File: src/rtl/inst_fetch_pkg.sv
// Shared definitions for the instruction fetch unit: RV32 opcodes the
// predecoder recognises, FSM state encodings and a word-alignment helper.
package inst_fetch_pkg;

    localparam logic [6:0] OPC_BRANCH = 7'b1100011;
    localparam logic [6:0] OPC_JAL    = 7'b1101111;

    localparam logic [31:0] WORD_MASK = 32'hFFFF_FFFC;
    localparam logic [31:0] INST_STEP = 32'd4;

    typedef enum logic [1:0] {
        S_IDLE = 2'd0,
        S_WAIT = 2'd1,
        S_HOLD = 2'd2
    } fetch_state_t;

    function automatic logic [31:0] word_align(input logic [31:0] addr);
        return addr & WORD_MASK;
    endfunction

endpackage

File: src/rtl/inst_fetch_predecode.sv
// Purely combinational predecode of a held instruction word: classifies
// conditional branches and JAL and extracts their sign-extended immediates.
module inst_predecode
    import inst_fetch_pkg::*;
(
    input  logic [31:0] inst,
    output logic        is_branch,
    output logic        is_jal,
    output logic [31:0] b_imm,
    output logic [31:0] j_imm
);

    logic [6:0] opcode;

    assign opcode    = inst[6:0];
    assign is_branch = (opcode == OPC_BRANCH);
    assign is_jal    = (opcode == OPC_JAL);

    // B-type: imm[12|10:5] in [31:25], imm[4:1|11] in [11:7]
    assign b_imm = {{20{inst[31]}}, inst[7], inst[30:25], inst[11:8], 1'b0};

    // J-type: imm[20|10:1|11|19:12] in [31:12]
    assign j_imm = {{12{inst[31]}}, inst[19:12], inst[20], inst[30:21], 1'b0};

endmodule

File: src/rtl/inst_fetch.sv
// Single-outstanding instruction fetch: requests a word from the icache,
// holds it for the decoder, and steers the next PC from branch/JAL predecode.
module inst_fetch
    import inst_fetch_pkg::*;
#(
    parameter logic [31:0] RESET_PC = 32'h0000_0000
) (
    input  logic        clk_in,
    input  logic        rst_in,
    input  logic        rdy_in,

    output logic        ic_req,
    output logic [31:0] ic_addr,
    input  logic        ic_valid,
    input  logic [31:0] ic_inst,

    output logic        bp_branch,
    output logic [31:0] bp_pc,
    output logic [31:0] bp_imm,
    input  logic        need_branch,
    input  logic [31:0] branch_addr,

    input  logic        predict_fail,
    input  logic [31:0] fail_addr,

    output logic        out_valid,
    output logic [31:0] out_inst,
    output logic [31:0] out_pc,
    input  logic        out_ready
);

    fetch_state_t state;
    logic [31:0]  pc;
    logic         drop;
    logic         ic_req_q;

    logic         is_branch;
    logic         is_jal;
    logic [31:0]  b_imm;
    logic [31:0]  j_imm;

    logic         handoff;
    logic [31:0]  next_pc;

    inst_predecode u_predecode (
        .inst      (out_inst),
        .is_branch (is_branch),
        .is_jal    (is_jal),
        .b_imm     (b_imm),
        .j_imm     (j_imm)
    );

    // A flush wins over the decoder accepting the word in the same cycle.
    assign handoff = (state == S_HOLD) && out_ready && rdy_in && !predict_fail;

    // The predictor answers need_branch combinationally, so this cannot be registered.
    assign bp_branch = handoff && is_branch;
    assign bp_pc     = out_pc;
    assign bp_imm    = b_imm;

    // The request pulse is registered; a stall masks it without consuming it.
    assign ic_req  = ic_req_q && rdy_in;
    assign ic_addr = pc;

    always_comb begin
        // NOTE: default assignment first so every path drives next_pc and no latch is inferred.
        next_pc = out_pc + INST_STEP;
        if (is_branch && need_branch) begin
            next_pc = branch_addr;
        end else if (is_jal) begin
            next_pc = out_pc + j_imm;
        end
        next_pc = word_align(next_pc);
    end

    // NOTE: sequential state uses non-blocking assignments only, so every register
    // samples the pre-edge values regardless of statement order.
    always_ff @(posedge clk_in or negedge rst_in) begin
        if (!rst_in) begin
            state     <= S_IDLE;
            pc        <= word_align(RESET_PC);
            drop      <= 1'b0;
            ic_req_q  <= 1'b0;
            out_valid <= 1'b0;
            out_inst  <= '0;
            out_pc    <= '0;
        end else if (rdy_in) begin
            ic_req_q <= 1'b0;
            if (predict_fail) begin
                pc <= word_align(fail_addr);
                unique case (state)
                    S_IDLE: state <= S_IDLE;
                    S_WAIT: begin
                        // A response landing with the flush belongs to the old path.
                        if (ic_valid) begin
                            drop  <= 1'b0;
                            state <= S_IDLE;
                        end else begin
                            drop  <= 1'b1;
                        end
                    end
                    S_HOLD: begin
                        out_valid <= 1'b0;
                        state     <= S_IDLE;
                    end
                    default: state <= S_IDLE;
                endcase
            end else begin
                unique case (state)
                    S_IDLE: begin
                        ic_req_q <= 1'b1;
                        state    <= S_WAIT;
                    end
                    S_WAIT: begin
                        if (ic_valid) begin
                            if (drop) begin
                                drop  <= 1'b0;
                                state <= S_IDLE;
                            end else begin
                                out_valid <= 1'b1;
                                out_inst  <= ic_inst;
                                out_pc    <= pc;
                                state     <= S_HOLD;
                            end
                        end
                    end
                    S_HOLD: begin
                        if (out_ready) begin
                            out_valid <= 1'b0;
                            pc        <= next_pc;
                            state     <= S_IDLE;
                        end
                    end
                    default: state <= S_IDLE;
                endcase
            end
        end
    end

endmodule

File: config.mk
export PLATFORM = sky130hd
export DESIGN_NAME = inst_fetch
export DESIGN_NICKNAME = d
export VERILOG_FILES = /design/src/rtl/inst_fetch_pkg.sv /design/src/rtl/inst_fetch_predecode.sv /design/src/rtl/inst_fetch.sv
export SDC_FILE = /design/constraint.sdc
export NUM_CORES = 1
export LEC_CHECK = 0
export ABC_AREA = 0
export CAP_MARGIN = 20
export CORE_ASPECT_RATIO = 1.1
export CORE_MARGIN = 1.5
export CORE_UTILIZATION = 43
export DETAILED_ROUTE_END_ITERATION = 6
export GPL_ROUTABILITY_DRIVEN = 1
export PLACE_DENSITY_LB_ADDON = 0.08
export SLEW_MARGIN = 0
export SYNTH_ARGS = -nofsm -noshare
export SYNTH_HDL_FRONTEND = slang
export SYNTH_SLANG_ARGS = --single-unit
File: constraint.sdc
create_clock -name clk_in -period 4.85 [get_ports clk_in]
set_clock_uncertainty 0.2 [all_clocks]
set_input_delay 0.485 -clock clk_in [delete_from_list [all_inputs] [get_ports clk_in]]
set_output_delay 0.485 -clock clk_in [all_outputs]
set_load 0.01 [all_outputs]
=== Word-level counts from Yosys, hierarchy flattened ===
Cells that the tools add are included.

* Input port bits: 103
* Output and inout bits: 163
* Register bits after elaboration: 101
* Word-level logic and storage cells: 62

* Bitwise operators: 2
* Muxes and demuxes: 25
* Reduce and logical (&&, ||, !) cells: 17
* Eq/ne operators: 9
* $add $sub $neg: 2

{| class="wikitable"
|+ Operators by type and width
! kind !! count
|-
| 32-bit 2-to-1 mux || 5
|-
| 32-bit by 3-bit adder with 32-bit output (second input constant) || 1
|-
| 32-bit adder || 1
|-
| 7-bit equality test (second input constant) || 2
|-
| 1-bit 2-to-1 mux || 12
|-
| 2-bit 2-to-1 mux || 6
|-
| 3-bit != test (second input constant) || 3
|-
| 3-bit AND reduction || 3
|-
| 2-bit nonzero test || 4
|-
| 1-bit logical AND || 6
|-
| 2-bit case mux with 3 select lines || 1
|-
| 6-bit AND reduction || 1
|-
| 5-bit AND reduction || 1
|-
| 2-bit by 1-bit equality test with 1-bit output (second input constant) || 1
|-
| 2-bit equality test (second input constant) || 1
|-
| 2-bit logical NOT || 1
|-
| 2-bit by 1-bit != test with 1-bit output (second input constant) || 1
|-
| 2-bit != test (second input constant) || 1
|-
| 1-bit inverter || 2
|-
| 1-bit case mux with 2 select lines || 1
|-
| 1-bit logical NOT || 1
|}

=== Logic depth before layout (Yosys ltp) ===
* Depth in word-level cells: 6
* Depth in mapped cells: 15
* Depth with buffers taken out: 13

=== Hierarchy ===
From an unflattened synthesis, not the netlist that was laid out.

* Cells, all modules: 748
* Area total of the unflattened synthesis: 6,974.2 µm²

{| class="wikitable"
|+ By module, submodules not included
! module !! times used !! cells each !! area each (µm²) !! sequential area each (µm²)
|-
| inst_fetch || 1 || 678 || 6,444.9 || 2,427.3
|-
| inst_predecode || 1 || 70 || 529.3 || 0.0
|}

=== Worst setup path before layout ===
Ideal clock, no wire load.

* Path type: register to register
* From: register out_inst[4]
* To: register pc[27], in the netlist ic_addr[27]
* Clock period less this slack: 3.478 ns
* Required time: 4.514 ns
* Data arrival time: 3.142 ns
* Stages on the path, launching flop included: 15
* Setup time: 0.136 ns
* Path buffers: 1
* Path slack: 1.372 ns
* Path through: dfrtp_1 -> and4b_1 -> nand2_1 -> nor2_1 -> clkbuf_1 -> and2_1 -> ha_1 -> a21o_1 -> a21oi_1 -> o21ai_0 -> a21o_1 -> or4_1 -> o21ai_0 -> xnor2_1 -> o21ai_0

* Cells in the longest elaborated chain, start to end: 6
* Elaborated cells on any way between the ends: 8
* Those cells by class: eq/ne: 2; mux: 5; reduce/logical: 1

{| class="wikitable"
|+ RTL lines
! what !! RTL line !! text
|-
| start: declaration || inst_fetch.sv:27 || <nowiki>output logic [31:0] out_inst,</nowiki>
|-
| start signal: assignment || inst_fetch.sv:121 || <nowiki>out_inst <= ic_inst;</nowiki>
|-
| 7-bit equality test (on tied branches) || inst_fetch_predecode.sv:17, inst_fetch_predecode.sv:16 ||
|-
| 32-bit 2-to-1 mux / 1-bit logical AND (equally long branches) || inst_fetch.sv:70, inst_fetch.sv:68 ||
|-
| 32-bit 2-to-1 mux * || inst_fetch.sv:68 || <nowiki>if (is_branch && need_branch) begin</nowiki>
|-
| 32-bit 2-to-1 mux * || inst_fetch.sv:128 || <nowiki>if (out_ready) begin</nowiki>
|-
| 32-bit 2-to-1 mux * || inst_fetch.sv:109 || <nowiki>unique case (state)</nowiki>
|-
| 32-bit 2-to-1 mux * || inst_fetch.sv:89 || <nowiki>if (predict_fail) begin</nowiki>
|-
| end signal: assignment || inst_fetch.sv:81 || <nowiki>pc <= word_align(RESET_PC);</nowiki>
|-
| end signal: assignment || inst_fetch.sv:90 || <nowiki>pc <= word_align(fail_addr);</nowiki>
|-
| end signal: assignment || inst_fetch.sv:130 || <nowiki>pc <= next_pc;</nowiki>
|-
| end: declaration || inst_fetch.sv:33 || <nowiki>logic [31:0] pc;</nowiki>
|}

Mark *: on every way between the ends. The rest lies on a longest branch, timed or not. The select of a mux whose other input is x is not followed.
A chain may end at the register's enable or synchronous reset.

=== Final worst setup path ===
* From: register out_inst[4]
* To: register pc[23], in the netlist ic_addr[23]

Same word-level chain as after synthesis.

==> flow_summary.toml <==
[run_status]
status = "completed"

[cells_and_area]
nNetsFinal = 949
seqCellArea_um2 = 2430
final_util = 0.632
insertedDiodeCount = 0
syn_to_final_growth_pct = 41.7
fillers = 1210
drive_gt1_frac = 0.117
multiInputGateArea_um2 = 3190
final_common_cell = "clkdlybuf4s50_1"
layout_common_cells = "252 x clkdlybuf4s50_1, 97 x dfrtp_1, 65 x mux2_2, 43 x nand2_1, 37 x a21oi_1"

[sta]
setup_viol = 0
fin_crit_sh = 0.831
setup_ws_ps = 819
rsz0062_at_grt = "no"
timing.final.hold_violations = 0
slew_violations = 0
fmax_mhz = 248
slew_headroom = 0.297
finalCriticalPeriod_ps = 4030
tns_ps = 0
worstMarginPinSlew_ps = 1050

[die]
die_h_um = 129
num_rows = 45
die-area_um2 = 15200
start_util = 0.446
coreArea_um2 = 14000
die_x_um = 118
boundaryPins = 266

[worst_hold_path]
worstHoldStart = "ic_addr[4]$_DFFE_PN0P_"
hold_end = "ic_addr[4]$_DFFE_PN0P_"
min_path_cells = 2
hold_path_class = "flip-flop to flip-flop"

[logic_synthesis]
ys_warn_count = 0
synth_edf_count = 0
async_flop_share = 1.00
ys_ff_latch = 97
synth_flop_cell = "dfrtp_1"
netlist_instances = 637
yosys-top-cells-area = "dfrtp_1 39%, mux2_2 12%, buf_4 8.2%"
syn_area_per_cell_um2 = 9.79
synth_top_area_cell = "dfrtp_1"
synth_top_area_frac = 0.389
ys_seq_area_frac = 0.389
netlist_area_um2 = 6230
ys_types = 61

[global_route]
grt_antenna_before_repair = 0
first_global_vias = 5432
grt.total_usage = 0.243
grt_overflow = 0
grt_pass1_wl_mm = 29.0
grt_max_degree = 60

[worst_setup_path]
path_class = "flip-flop to flip-flop"
ff2ff_setup_slack_ps = 820
start_kind = "flip-flop"
cp_max_fo = 17
required_ps = 4880
r2r_start = "out_inst[4]$_DFFE_PN0P_"
cpPeakStageDelay_ps = 610
cp_common_cell = "a21oi_1"
cp_cell_sequence = "and4b_1, nand2_1, nor2_1, buf_4, and2_1, ha_1, or2_2, a31oi_1, a211o_1, a21oi_1, o31ai_1, a22oi_1, xnor2_1, a21oi_1"
path_buf_inv = 1
cp_data_arrival_time_ps = 4060
reg2reg_to = "ic_addr[23]$_DFFE_PN0P_"
r2r_cells = 14
slowest_stage = "o31ai_1"
cp-end-kind = "flip-flop"
crit_family = "compound AO/OA/AOI/OAI gates"

[routing]
wirelength_mm = 18.9
route.antenna.remaining_nets = 0
post_drt_wl_per_cell_um = 18.6
drc = 0
dr.first_iter.drc_count = 231
vias = 5484
via_per_inst = 5.39
drt-pass1-iter-count = 5

[pwr]
power.leakage_nw = 3.84
worst_ir_drop_vdd_uv = 286
finalPower_mw = 4.60
powerDensity_nw_per_um2 = 521

[clock_tree]
clk_latency_ps = 350
numCtsBuffers = 9
cts_tree = "yes"
postCtsSetupBuffers = 0
clk_path_buf_depth = 2
ctsHtreeMaxLevel = 3
root_buffer = "clkbuf_16"
clkSinkCount = 97
cts.clk_slew.worst_paths_ps = 70

[placed_design]
numPortBuffers = 254
place_ws_ps = 875
hpwlAfterDp_mm = 13.9
gp_congestion = 0.840

[run]
drv_cap = 0
[worst min-delay path, delay by kind of cell, from the launching register on]
family | cells | cell delay (ps)
simple gates | 1 | 50
flops | 1 | 360
compound gates | 1 | 60
[cell usage after synthesis (9+ instances only)]
master    number
mux2_2        65
xnor2_1       13
nand3_1       10
buf_4         68
dfrtp_1       97
a21o_1        14
a21oi_1       37
xor2_1        10
o21ai_0       29
mux2i_1       10
and3_1        22
a221oi_1      11
nor3_1         9
nor2_1        32
ha_1          21
and2_1        22
clkbuf_1      25
nand2_1       43
[state kept, by name, indices dropped and copies added (netlist names)]
name,count
ic_req_q,1
drop,1
ic_addr,30
out_inst,32
out_valid,1
bp_pc,30
state,2
[how the worst max path moves through the flow]
stage	to	from	slack, ps	depth (start not counted)
floorplan	ic_addr[27]$_DFFE_PN0P_	out_inst[4]$_DFFE_PN0P_	1370	14
global placement	ic_addr[23]$_DFFE_PN0P_	out_inst[4]$_DFFE_PN0P_	920	14
detailed placement	ic_addr[23]$_DFFE_PN0P_	out_inst[4]$_DFFE_PN0P_	870	14
CTS	ic_addr[23]$_DFFE_PN0P_	out_inst[4]$_DFFE_PN0P_	840	14
global route	ic_addr[23]$_DFFE_PN0P_	out_inst[4]$_DFFE_PN0P_	590	14
finish	ic_addr[23]$_DFFE_PN0P_	out_inst[4]$_DFFE_PN0P_	820	14
[area by class of cell]
cell class / instances / area share
clock buffers: 14 / 0.0299
flip-flops and latches: 97 / 0.275
well taps: 188 / 0.0266
clock inverters: 2 / 0.00680
inverters: 7 / 0.00298
multi-input cells: 443 / 0.361
repair buffers: 266 / 0.298
[metrics by stage]
stage	hold WS [ps]	instances	instance area [um^2]
after floorplan	-10.6	643	6260
after global placement	284	1000	8500
after detailed placement	290	1000	8500
after CTS	308	1017	8830
after global routing	335	1017	8830
final	298	1017	8830
[per-layer routing]
metal | share of wire | vias to the layer above | wire length, um | track usage
met1 | 0.41 | 2655 | 7850 | 0.296
met3 | 0.066 | 20 | 1250 | 0.0550
met4 | 0.017 | 0 | 314 | 0.0904
met2 | 0.50 | 206 | 9520 | 0.424
met5 | 0 | - | 0 | 0
li1 | - | 2603 | - | -
[kinds of logic after synthesis]
kind of cell             Yosys count  synth area share
other                              1          0.000602
AO/OA/AOI/OAI                    136             0.143
XOR/XNOR                          23            0.0323
adder cells (fa/ha/maj)           22            0.0454
buffers and inverters            103             0.103
flip-flops                        97             0.389
multiplexers                      75             0.133
AND/OR/NAND/NOR                  180             0.152
[power breakdown]
part | total (mW) | internal [mW] | switching [mW]
combinational | 2.28 | 1.38 | 0.901
clock | 0.794 | 0.482 | 0.312
sequential | 1.53 | 1.12 | 0.409
total | 4.60 | 2.98 | 1.62
[timing repair]
item | in CTS | in global routing
hold endpoints to repair | 38 | 0
gates resized for setup | 0 | 0
hold buffers | 1 | 0
Note: power is estimated with default switching activity, not from simulation.
